### config.mk
export PLATFORM = sky130hd
export DESIGN_NAME = align_shift_sequencer
export DESIGN_NICKNAME = d
export VERILOG_FILES = /design/src/rtl/fpu_align_pkg.sv /design/src/rtl/align_exp_compare.sv /design/src/rtl/align_shift_sequencer.sv
export SDC_FILE = /design/constraint.sdc
export NUM_CORES = 1
export LEC_CHECK = 0
export CAP_MARGIN = 20
export CORE_ASPECT_RATIO = 0.75
export CORE_MARGIN = 4
export CORE_UTILIZATION = 40
export CTS_CLUSTER_SIZE = 10
export DETAILED_ROUTE_END_ITERATION = 10
export GPL_TIMING_DRIVEN = 0
export PLACE_DENSITY = 0.68
export SYNTH_ARGS = -nofsm -noshare
export SYNTH_HDL_FRONTEND = slang
export SYNTH_SLANG_ARGS = --single-unit
export TNS_END_PERCENT = 10
### constraint.sdc
create_clock -name Clk -period 9.8 [get_ports Clk]
set_input_delay 1.47 -clock Clk [delete_from_list [all_inputs] [get_ports Clk]]
set_output_delay 1.47 -clock Clk [all_outputs]
set_load 0.05 [all_outputs]
### src/rtl/fpu_align_pkg.sv
// Shared constants and state encoding for the
// single-precision add/sub alignment stage.
package fpu_align_pkg;

  localparam int ExponentSize = 8;
  localparam int MantissaSize = 23;
  localparam int AlignWidth   = MantissaSize + 4;
  localparam int MaxShift     = AlignWidth;
  localparam int RemWidth     = $clog2(MaxShift + 1);

  typedef enum logic [1:0] {
    IDLE,
    SHIFT,
    DONE
  } state_t;

endpackage

### src/rtl/align_exp_compare.sv
// Exponent compare: effective exponents, swap,
// clamped shift distance and equal flag.
module align_exp_compare
  import fpu_align_pkg::*;
(
  input  logic [ExponentSize+MantissaSize:0] i_op_a,
  input  logic [ExponentSize+MantissaSize:0] i_op_b,
  output logic [ExponentSize-1:0]            o_exp_a_eff,
  output logic [ExponentSize-1:0]            o_exp_b_eff,
  output logic                               o_swap,
  output logic                               o_equal,
  output logic [RemWidth-1:0]                o_shift
);

  logic [ExponentSize-1:0] w_ea;
  logic [ExponentSize-1:0] w_eb;
  logic [ExponentSize-1:0] w_diff;

  assign w_ea = i_op_a[MantissaSize +: ExponentSize];
  assign w_eb = i_op_b[MantissaSize +: ExponentSize];

  // A zero exponent is a denormal and behaves as exponent 1.
  assign o_exp_a_eff = (w_ea == '0) ? ExponentSize'(1) : w_ea;
  assign o_exp_b_eff = (w_eb == '0) ? ExponentSize'(1) : w_eb;

  assign o_swap  = o_exp_b_eff > o_exp_a_eff;
  assign o_equal = o_exp_b_eff == o_exp_a_eff;

  assign w_diff = o_swap ? (o_exp_b_eff - o_exp_a_eff)
                         : (o_exp_a_eff - o_exp_b_eff);

  // Beyond MaxShift every bit lands in sticky anyway.
  assign o_shift = (w_diff > ExponentSize'(MaxShift))
                 ? RemWidth'(MaxShift)
                 : w_diff[RemWidth-1:0];

endmodule

### src/rtl/align_shift_sequencer.sv
// Multi-cycle operand alignment with sticky
// collection and valid/ready handshakes.
module align_shift_sequencer #(
  parameter int ExponentSize = fpu_align_pkg::ExponentSize,
  parameter int MantissaSize = fpu_align_pkg::MantissaSize,
  parameter int MaxStep      = 8
) (
  input  logic                             Clk,
  input  logic                             Reset,
  input  logic                             InValid,
  output logic                             InReady,
  input  logic [ExponentSize+MantissaSize:0] OpA,
  input  logic [ExponentSize+MantissaSize:0] OpB,
  output logic                             OutValid,
  input  logic                             OutReady,
  output logic [MantissaSize+3:0]          AlignedBig,
  output logic [MantissaSize+3:0]          AlignedSmall,
  output logic [ExponentSize-1:0]          ExpOut,
  output logic                             OrderFlag,
  output logic                             ZeroFlag,
  output logic                             Busy
);

  import fpu_align_pkg::*;

  localparam int AW = MantissaSize + 4;

  state_t r_state;
  state_t w_next;

  logic [RemWidth-1:0]     r_rem;
  logic [RemWidth-1:0]     w_shift;
  logic [RemWidth-1:0]     w_step;
  logic [RemWidth-1:0]     w_rem_nxt;
  logic [ExponentSize-1:0] w_exp_a;
  logic [ExponentSize-1:0] w_exp_b;
  logic                    w_swap;
  logic                    w_equal;
  logic                    w_accept;
  logic                    w_lost;
  logic [AW-1:0]           w_sig_a;
  logic [AW-1:0]           w_sig_b;
  logic [AW-1:0]           w_shifted;
  logic [AW-1:0]           w_mask;
  logic [AW-1:0]           w_small_nxt;
  logic [AW-1:0]           r_big;
  logic [AW-1:0]           r_small;
  logic [ExponentSize-1:0] r_exp;
  logic                    r_order;
  logic                    r_zero;
  logic                    r_out_valid;
  logic                    r_busy;

  align_exp_compare u_cmp (
    .i_op_a      (OpA),
    .i_op_b      (OpB),
    .o_exp_a_eff (w_exp_a),
    .o_exp_b_eff (w_exp_b),
    .o_swap      (w_swap),
    .o_equal     (w_equal),
    .o_shift     (w_shift)
  );

  assign w_sig_a = {|OpA[MantissaSize +: ExponentSize],
                    OpA[MantissaSize-1:0], 3'b000};
  assign w_sig_b = {|OpB[MantissaSize +: ExponentSize],
                    OpB[MantissaSize-1:0], 3'b000};

  assign InReady  = (r_state == IDLE);
  assign w_accept = InReady && InValid;

  assign w_step = (r_rem > RemWidth'(MaxStep))
                ? RemWidth'(MaxStep) : r_rem;
  assign w_rem_nxt = r_rem - w_step;

  assign w_shifted   = r_small >> w_step;
  assign w_mask      = ~({AW{1'b1}} << w_step);
  assign w_lost      = |(r_small & w_mask);
  assign w_small_nxt = {w_shifted[AW-1:1],
                        w_shifted[0] | w_lost | r_small[0]};

  // Next-state decode for the IDLE/SHIFT/DONE sequence.
  always_comb begin
    w_next = r_state;
    unique case (r_state)
      IDLE:  if (InValid)
               w_next = (w_shift == '0) ? DONE : SHIFT;
      SHIFT: if (w_rem_nxt == '0) w_next = DONE;
      DONE:  if (OutReady) w_next = IDLE;
      default: w_next = IDLE;
    endcase
  end

  // State register.
  always_ff @(posedge Clk) begin
    if (Reset) r_state <= IDLE;
    else       r_state <= w_next;
  end

  // Registered status flags, derived from the next state.
  always_ff @(posedge Clk) begin
    if (Reset) begin
      r_out_valid <= 1'b0;
      r_busy      <= 1'b0;
    end else begin
      r_out_valid <= (w_next == DONE);
      r_busy      <= (w_next != IDLE);
    end
  end

  // Operand capture on accept, then stepwise shift with sticky.
  always_ff @(posedge Clk) begin
    if (Reset) begin
      r_big   <= '0;
      r_small <= '0;
      r_exp   <= '0;
      r_order <= 1'b0;
      r_zero  <= 1'b0;
      r_rem   <= '0;
    end else if (w_accept) begin
      r_big   <= w_swap ? w_sig_b : w_sig_a;
      r_small <= w_swap ? w_sig_a : w_sig_b;
      r_exp   <= w_swap ? w_exp_b : w_exp_a;
      r_order <= ~w_swap;
      r_zero  <= w_equal;
      r_rem   <= w_shift;
    end else if (r_state == SHIFT) begin
      r_small <= w_small_nxt;
      r_rem   <= w_rem_nxt;
    end
  end

  assign OutValid     = r_out_valid;
  assign Busy         = r_busy;
  assign AlignedBig   = r_big;
  assign AlignedSmall = r_small;
  assign ExpOut       = r_exp;
  assign OrderFlag    = r_order;
  assign ZeroFlag     = r_zero;

endmodule

# After elaboration in Yosys (flattened, before gate mapping)
# Cells that the tools add are included.
# word_totals
memories,0
out_inout_bits,67
mem_bits_rw,0
input_bits,68
mem_bits_ro,0
latch_bits,0
reg_bits,73
elab_cells,54
# classes
n_addsub,3
order_cmp,3
reduce_logical,11
bitwise,5
muxes,17
n_eq_ne,4
div,0
shifts,2
multipliers,0
# op_table
operator,count
two-way mux 27 bit,4
two-way mux 8 bit,4
bitwise AND 27 bit,1
inverter 27 bit,1
OR reduction 27 bit,1
<< shifter 27 x 5 -> 27 bit (first input constant),1
>> shifter 27 x 5 -> 27 bit,1
two-way mux 5 bit,4
logical NOT 8 bit,2
OR reduction 8 bit,2
subtractor 8 bit,2
logical NOT 5 bit,2
== test 8 bit,1
> comparator 8 x 5 -> 1 bit (second input constant),1
> comparator 8 bit,1
two-way mux 2 bit,4
case mux 2 bit (3 select lines),1
> comparator 5 x 4 -> 1 bit (second input constant),1
subtractor 5 bit,1
== test 2 bit (second input constant),2
nonzero test 2 bit,2
== test 2 x 1 -> 1 bit (second input constant),1
logical NOT 2 bit,1
OR 1 bit,2
2 further kinds,2

# Depth between registers and ports, before layout
# depth
depth_word,11
depth_mapped,17
ltp_nobuf,15

# Hierarchy
# A second synthesis with hierarchy kept.
# hier_totals
cells_unflattened,770
hier_area_um2,5811.8
# modules_own_cells
module,cells_per_inst,area_each_um2,seq_area_each_um2,instances
align_shift_sequencer,632,4862.2,1401.3,1
align_exp_compare,138,949.7,0.0,1

# Worst setup path after synthesis
# Ideal clock, no wire load.
# synth_path
path_type,input to register
start,input OpA[24]
end,register r_rem[0]
arrival_ns,4.262
setup_ns,0.091
path_stages,14
path_buffers,0
required_time_ns,9.709
setup_slack_ns,5.447
path_cell_list,or4_1 -> nor2_1 -> nor2_1 -> inv_1 -> ha_1 -> inv_1 -> fa_1 -> a211oi_4 -> nor3b_2 -> o21ai_4 -> mux2i_1 -> xnor2_2 -> nand3_1 -> a311oi_1
# synth_via
elab_chain_cells,7
word_cells_on_any_way,9
classes_between,add/sub (2); order compare (2); mux (4); reduce/logical (1)
# synth_rtl
item,line_no,source
start: declaration,align_shift_sequencer.sv:12,"input logic [ExponentSize+MantissaSize:0] OpA,"
logical NOT 8 bit,align_exp_compare.sv:23,assign o_exp_a_eff = (w_ea == '0) ? ExponentSize'(1) : w_ea;
two-way mux 8 bit (*),align_exp_compare.sv:23,
subtractor 8 bit (tied with other cells),align_exp_compare.sv:30,: (o_exp_a_eff - o_exp_b_eff);
two-way mux 8 bit (*),align_exp_compare.sv:29,assign w_diff = o_swap ? (o_exp_b_eff - o_exp_a_eff)
> comparator 8 x 5 -> 1 bit,align_exp_compare.sv:33,assign o_shift = (w_diff > ExponentSize'(MaxShift))
two-way mux 5 bit (*),align_exp_compare.sv:34,? RemWidth'(MaxShift)
two-way mux 5 bit (*),align_shift_sequencer.sv:120,end else if (w_accept) begin
end signal: assignment,align_shift_sequencer.sv:126,r_rem <= w_shift;
end signal: assignment,align_shift_sequencer.sv:129,r_rem <= w_rem_nxt;
end: declaration,align_shift_sequencer.sv:31,logic [RemWidth-1:0] r_rem;
# Every way passes the cells marked *; elsewhere a longest branch is shown, timed or not.
# A chain may end at the register's enable or synchronous reset.

# Worst setup path in the final report
# layout_path
start,input OpA[24]
end,"register r_small[25], in the netlist AlignedSmall[25]"
# layout_via
elab_chain_cells,5
# layout_rtl
item,line_no,source
logical NOT 8 bit,align_exp_compare.sv:23,
two-way mux 8 bit (*),align_exp_compare.sv:23,
> comparator 8 bit (*),align_exp_compare.sv:26,assign o_swap = o_exp_b_eff > o_exp_a_eff;
two-way mux 27 bit (*),align_shift_sequencer.sv:122,r_small <= w_swap ? w_sig_a : w_sig_b;
two-way mux 27 bit (*),align_shift_sequencer.sv:120,
end signal: assignment,align_shift_sequencer.sv:122,
end signal: assignment,align_shift_sequencer.sv:128,r_small <= w_small_nxt;
end: declaration,align_shift_sequencer.sv:47,logic [AW-1:0] r_small;
# Marks and branches as above.

==> impl_metrics.toml <==
[run_status]
status = "finished clean"

[synthesis]
synthAdderAreaFrac_pct = 4.388
synth_enable_flop_cells = 0
synth-async-reset-ratio_pct = 0
syn-instance-count = 634
yosysWarnings = 0
muxShareOfSynthArea_pct = 21.89
combinational_family_with_the_most_area_after_synthesis = "compound AO/OA/AOI/OAI gates"
syn-mean-instance-area_sq_um = 8.636
synth_flop_cell = "sky130_fd_sc_hd__dfxtp_1"
synth_area_in_xor_xnor_pct = 0.7770
synth_simple_gate_area_share_pct = 13.83
synth_sequential_area_ratio_pct = 25.59
synth-compound-area-share_pct = 24.75
synth.ff_latch_count = 70
syn-cell-area_sq_um = 5475
synthDistinctLibCells = 64

[sta]
timing.final.crit_period_ps = 5017
slew_viol_final = 0
grt_setup_unrepaired = "false"
clock-skew-final_ps = 7.451
maxSlewHeadroom_pct = 52.10
finalHoldViolations = 0
final_tns_setup_ps = 0
fmaxAchievable_mhz = 199.3
final_min_period_over_clock_period_pct = 51.20
finalSetupViolations = 0
final_critical_path_setup_slack_ps = 4783
worstMarginPinSlew_ps = 718.4

[global_routing]
grt_antenna_before_repair = 0
grtUsageMet2_pct = 34.89
grt_max_degree = 14
met1_track_usage_gr_pct = 37.12
grt_first_pass_wirelength_um = 29840
gr-usage-met3_pct = 6.043
grt_busiest_layer = "met1"
grt_util_all_layers_pct = 24.22
grt_pass1_vias = 5368
globalRoute.totalOverflow = 0

[finish]
num-fill-cells = 1180
drive_above_1_share_pct = 9.872
final_util_pct = 55.57
final_net_count = 861
syn_to_final_growth_pct = 33.94
antennaDiodeCount = 0

[critical_path]
crit_family = "simple AND/OR/NAND/NOR gates"
cp.required_ps = 10000
cp-start-kind = "input port"
worst-path-buf-inv = 5
cpPeakStageDelay_ps = 530
critical_path.endpoint_type = "register"
regToRegStartpoint = "r_rem[1]$_SDFFE_PP0P_"
critical_path_peak_fanout = 10
crit_chain = "clkdlybuf4s50_1, or4_1, nor2_1, nor2_1, inv_1, ha_1, inv_1, fa_1, a211oi_4, nor3b_2, o21ai_4, buf_6, buf_8, mux2i_1, a21oi_1, a21oi_1, nor3_1"
worstPathArrival_ps = 5210
critical_path.slowest_cell = "sky130_fd_sc_hd__or4_1"
crit_path_start = "OpA[24]"
timing_worst_setup_path_type = "input port to register"

[die]
die_h_um = 109.3
floorplan.die.width_um = 143.1
num_io_pins = 135
dieArea_sq_um = 15640
core-area_sq_um = 13200
core_rows = 36
initial_utilization_pct = 41.49

[cts]
cts-htree-levels = 3
cts_inserted_buffers = 9
cts_setup_buffers = 0
clock_tree.buffer_depth = 2
cts.reportedPaths.clkPinSlew_ps = 60
insertion_delay_to_the_later_sink_of_the_worst_skew_pair_ps = 340
ctsResizeCount = 0
clock_tree.root_cell = "sky130_fd_sc_hd__clkbuf_16"
cts_tree = "done"
clkSinkCount = 70
hold_buf_cts = 0

[placement]
dpl_wire_length_um = 15000
port-buffer-count = 128
finalWeightedCongestion = 0.9524
dp_slack_ps = 4460

[worst_hold_path]
worstHoldPathType = "register to register"
hold_start = "ZeroFlag$_SDFFE_PP0P_"

[routing]
routed_wl_um = 19240
via_count = 5600
detail-route-antenna-nets = 0
route.detailed.drc = 0
drt_pre_antenna_iters = 7
wire_per_inst_um = 20.23
detail_route.iter0.violations = 586
avgViaCountPerCell = 5.889

[power_and_ir_drop]
vdd_drop_max_v = 0.00009251
power.density_nw_per_um2 = 187.4
power.static_leakage_nw = 2.750

[job]
max-cap-violations = 0
[area by class of cell]
cell class	count	area, sq um	share of cell area, %
timing repair buffer	128	1281	17.47
tap	171	214.0	2.918
buffer	72	401.6	5.477
sequential	70	1401	19.11
clock buffer	10	239.0	3.259
multi-input combinational	475	3608	49.21
clock inverter	6	116.4	1.587
inverter	19	71.32	0.9725
[synthesized netlist by cell type (5+ instances only)]
library cell	number	area share, %
sky130_fd_sc_hd__nor2_1	76	5.2
sky130_fd_sc_hd__o21ai_1	7	0.64
sky130_fd_sc_hd__a21oi_1	47	4.3
sky130_fd_sc_hd__ha_1	16	3.7
sky130_fd_sc_hd__mux2i_1	77	14
sky130_fd_sc_hd__clkbuf_1	47	3.2
sky130_fd_sc_hd__nor2b_1	7	0.80
sky130_fd_sc_hd__nand2_1	25	1.7
sky130_fd_sc_hd__dfxtp_1	70	26
sky130_fd_sc_hd__inv_1	19	1.3
sky130_fd_sc_hd__o21ai_0	24	2.2
sky130_fd_sc_hd__nand2b_1	10	1.1
sky130_fd_sc_hd__buf_4	9	1.2
sky130_fd_sc_hd__o211ai_1	5	0.69
sky130_fd_sc_hd__mux4_2	18	7.4
sky130_fd_sc_hd__nand3_1	5	0.46
sky130_fd_sc_hd__a211oi_1	72	9.9
sky130_fd_sc_hd__nor3_1	10	0.91
sky130_fd_sc_hd__buf_2	6	0.55
[cells by family (layout without fill, tap and decap cells)]
family | Yosys count | count (layout)
AOI/OAI and AO/OA | 197 | 197
and+or+nand+nor | 155 | 155
buffers and inverters | 91 | 235
xor gates and xnor gates | 4 | 4
DFF | 70 | 70
other | 2 | 4
muxes | 97 | 97
adders and majority gates | 18 | 18
[stage by stage]
stage / std cells / area [sq um] / total power [W] / hold WS [ps]
after floorplan: 636 / 5483 / 0.0007797 / 479.8
after global placement: 935 / 6978 / 0.0009670 / 452.8
after detailed placement: 935 / 6978 / 0.0009748 / 453.1
after CTS: 951 / 7333 / 0.001362 / 460.2
after global routing: 951 / 7333 / 0.001429 / 495.6
final: 951 / 7333 / 0.001375 / 454.1
[report_power, final]
group / switching (W) / leakage [nW] / internal [W] / total, W
combinational: 0.000373 / 2.00 / 0.000239 / 0.000612
sequential: 0.0000494 / 0.580 / 0.000322 / 0.000371
clock: 0.000134 / 0.173 / 0.000257 / 0.000391
[flip-flops by register name, indices dropped and copies added, names as in the netlist]
register      count
AlignedSmall     27
AlignedBig       24
ExpOut            8
r_rem             5
r_state           2
Busy              1
OrderFlag         1
OutValid          1
ZeroFlag          1
[worst paths after layout]
check                                        to  slack (ps)  depth (start not counted)
setup / recovery  AlignedSmall[25]$_SDFFE_PP0P_        4780                         17
hold reg to reg           ZeroFlag$_SDFFE_PP0P_         450                          2
setup reg to reg          r_state[1]$_SDFF_PP0_        7040                         10
hold / removal            ZeroFlag$_SDFFE_PP0P_         450                          2
[worst register-to-register path: cells and delay by family, from the launching register on]
family	cells	cell delay, ps
adder cells (fa/ha/maj)	1	290
buffers and inverters	2	820
AND/OR/NAND/NOR	3	490
AO/OA/AOI/OAI	4	740
flip-flops	1	370
[metal layers]
metal,wire length (um),up-vias
met1,9162,2686
met5,0,-
met3,1782,20
met4,147,0
li1,-,2621
met2,8149,273
[cell usage in the layout, fill, tap and decap left out, drive strengths merged, types with 4 or more instances in the layout]
| cell type | instances |
|---|---|
| dfxtp | 70 |
| nand2 | 25 |
| a211oi | 74 |
| nor3 | 10 |
| nand3 | 5 |
| nor3b | 6 |
| conb | 4 |
| clkdlybuf4s50 | 128 |
| o211ai | 5 |
| nor2b | 7 |
| a311oi | 4 |
| mux2i | 77 |
| clkbuf | 57 |
| nor2 | 76 |
| o21ai | 34 |
| buf | 25 |
| inv | 20 |
| mux4 | 18 |
| ha | 16 |
| nand2b | 10 |
| a21oi | 47 |
(Power assumes the default switching activity.)
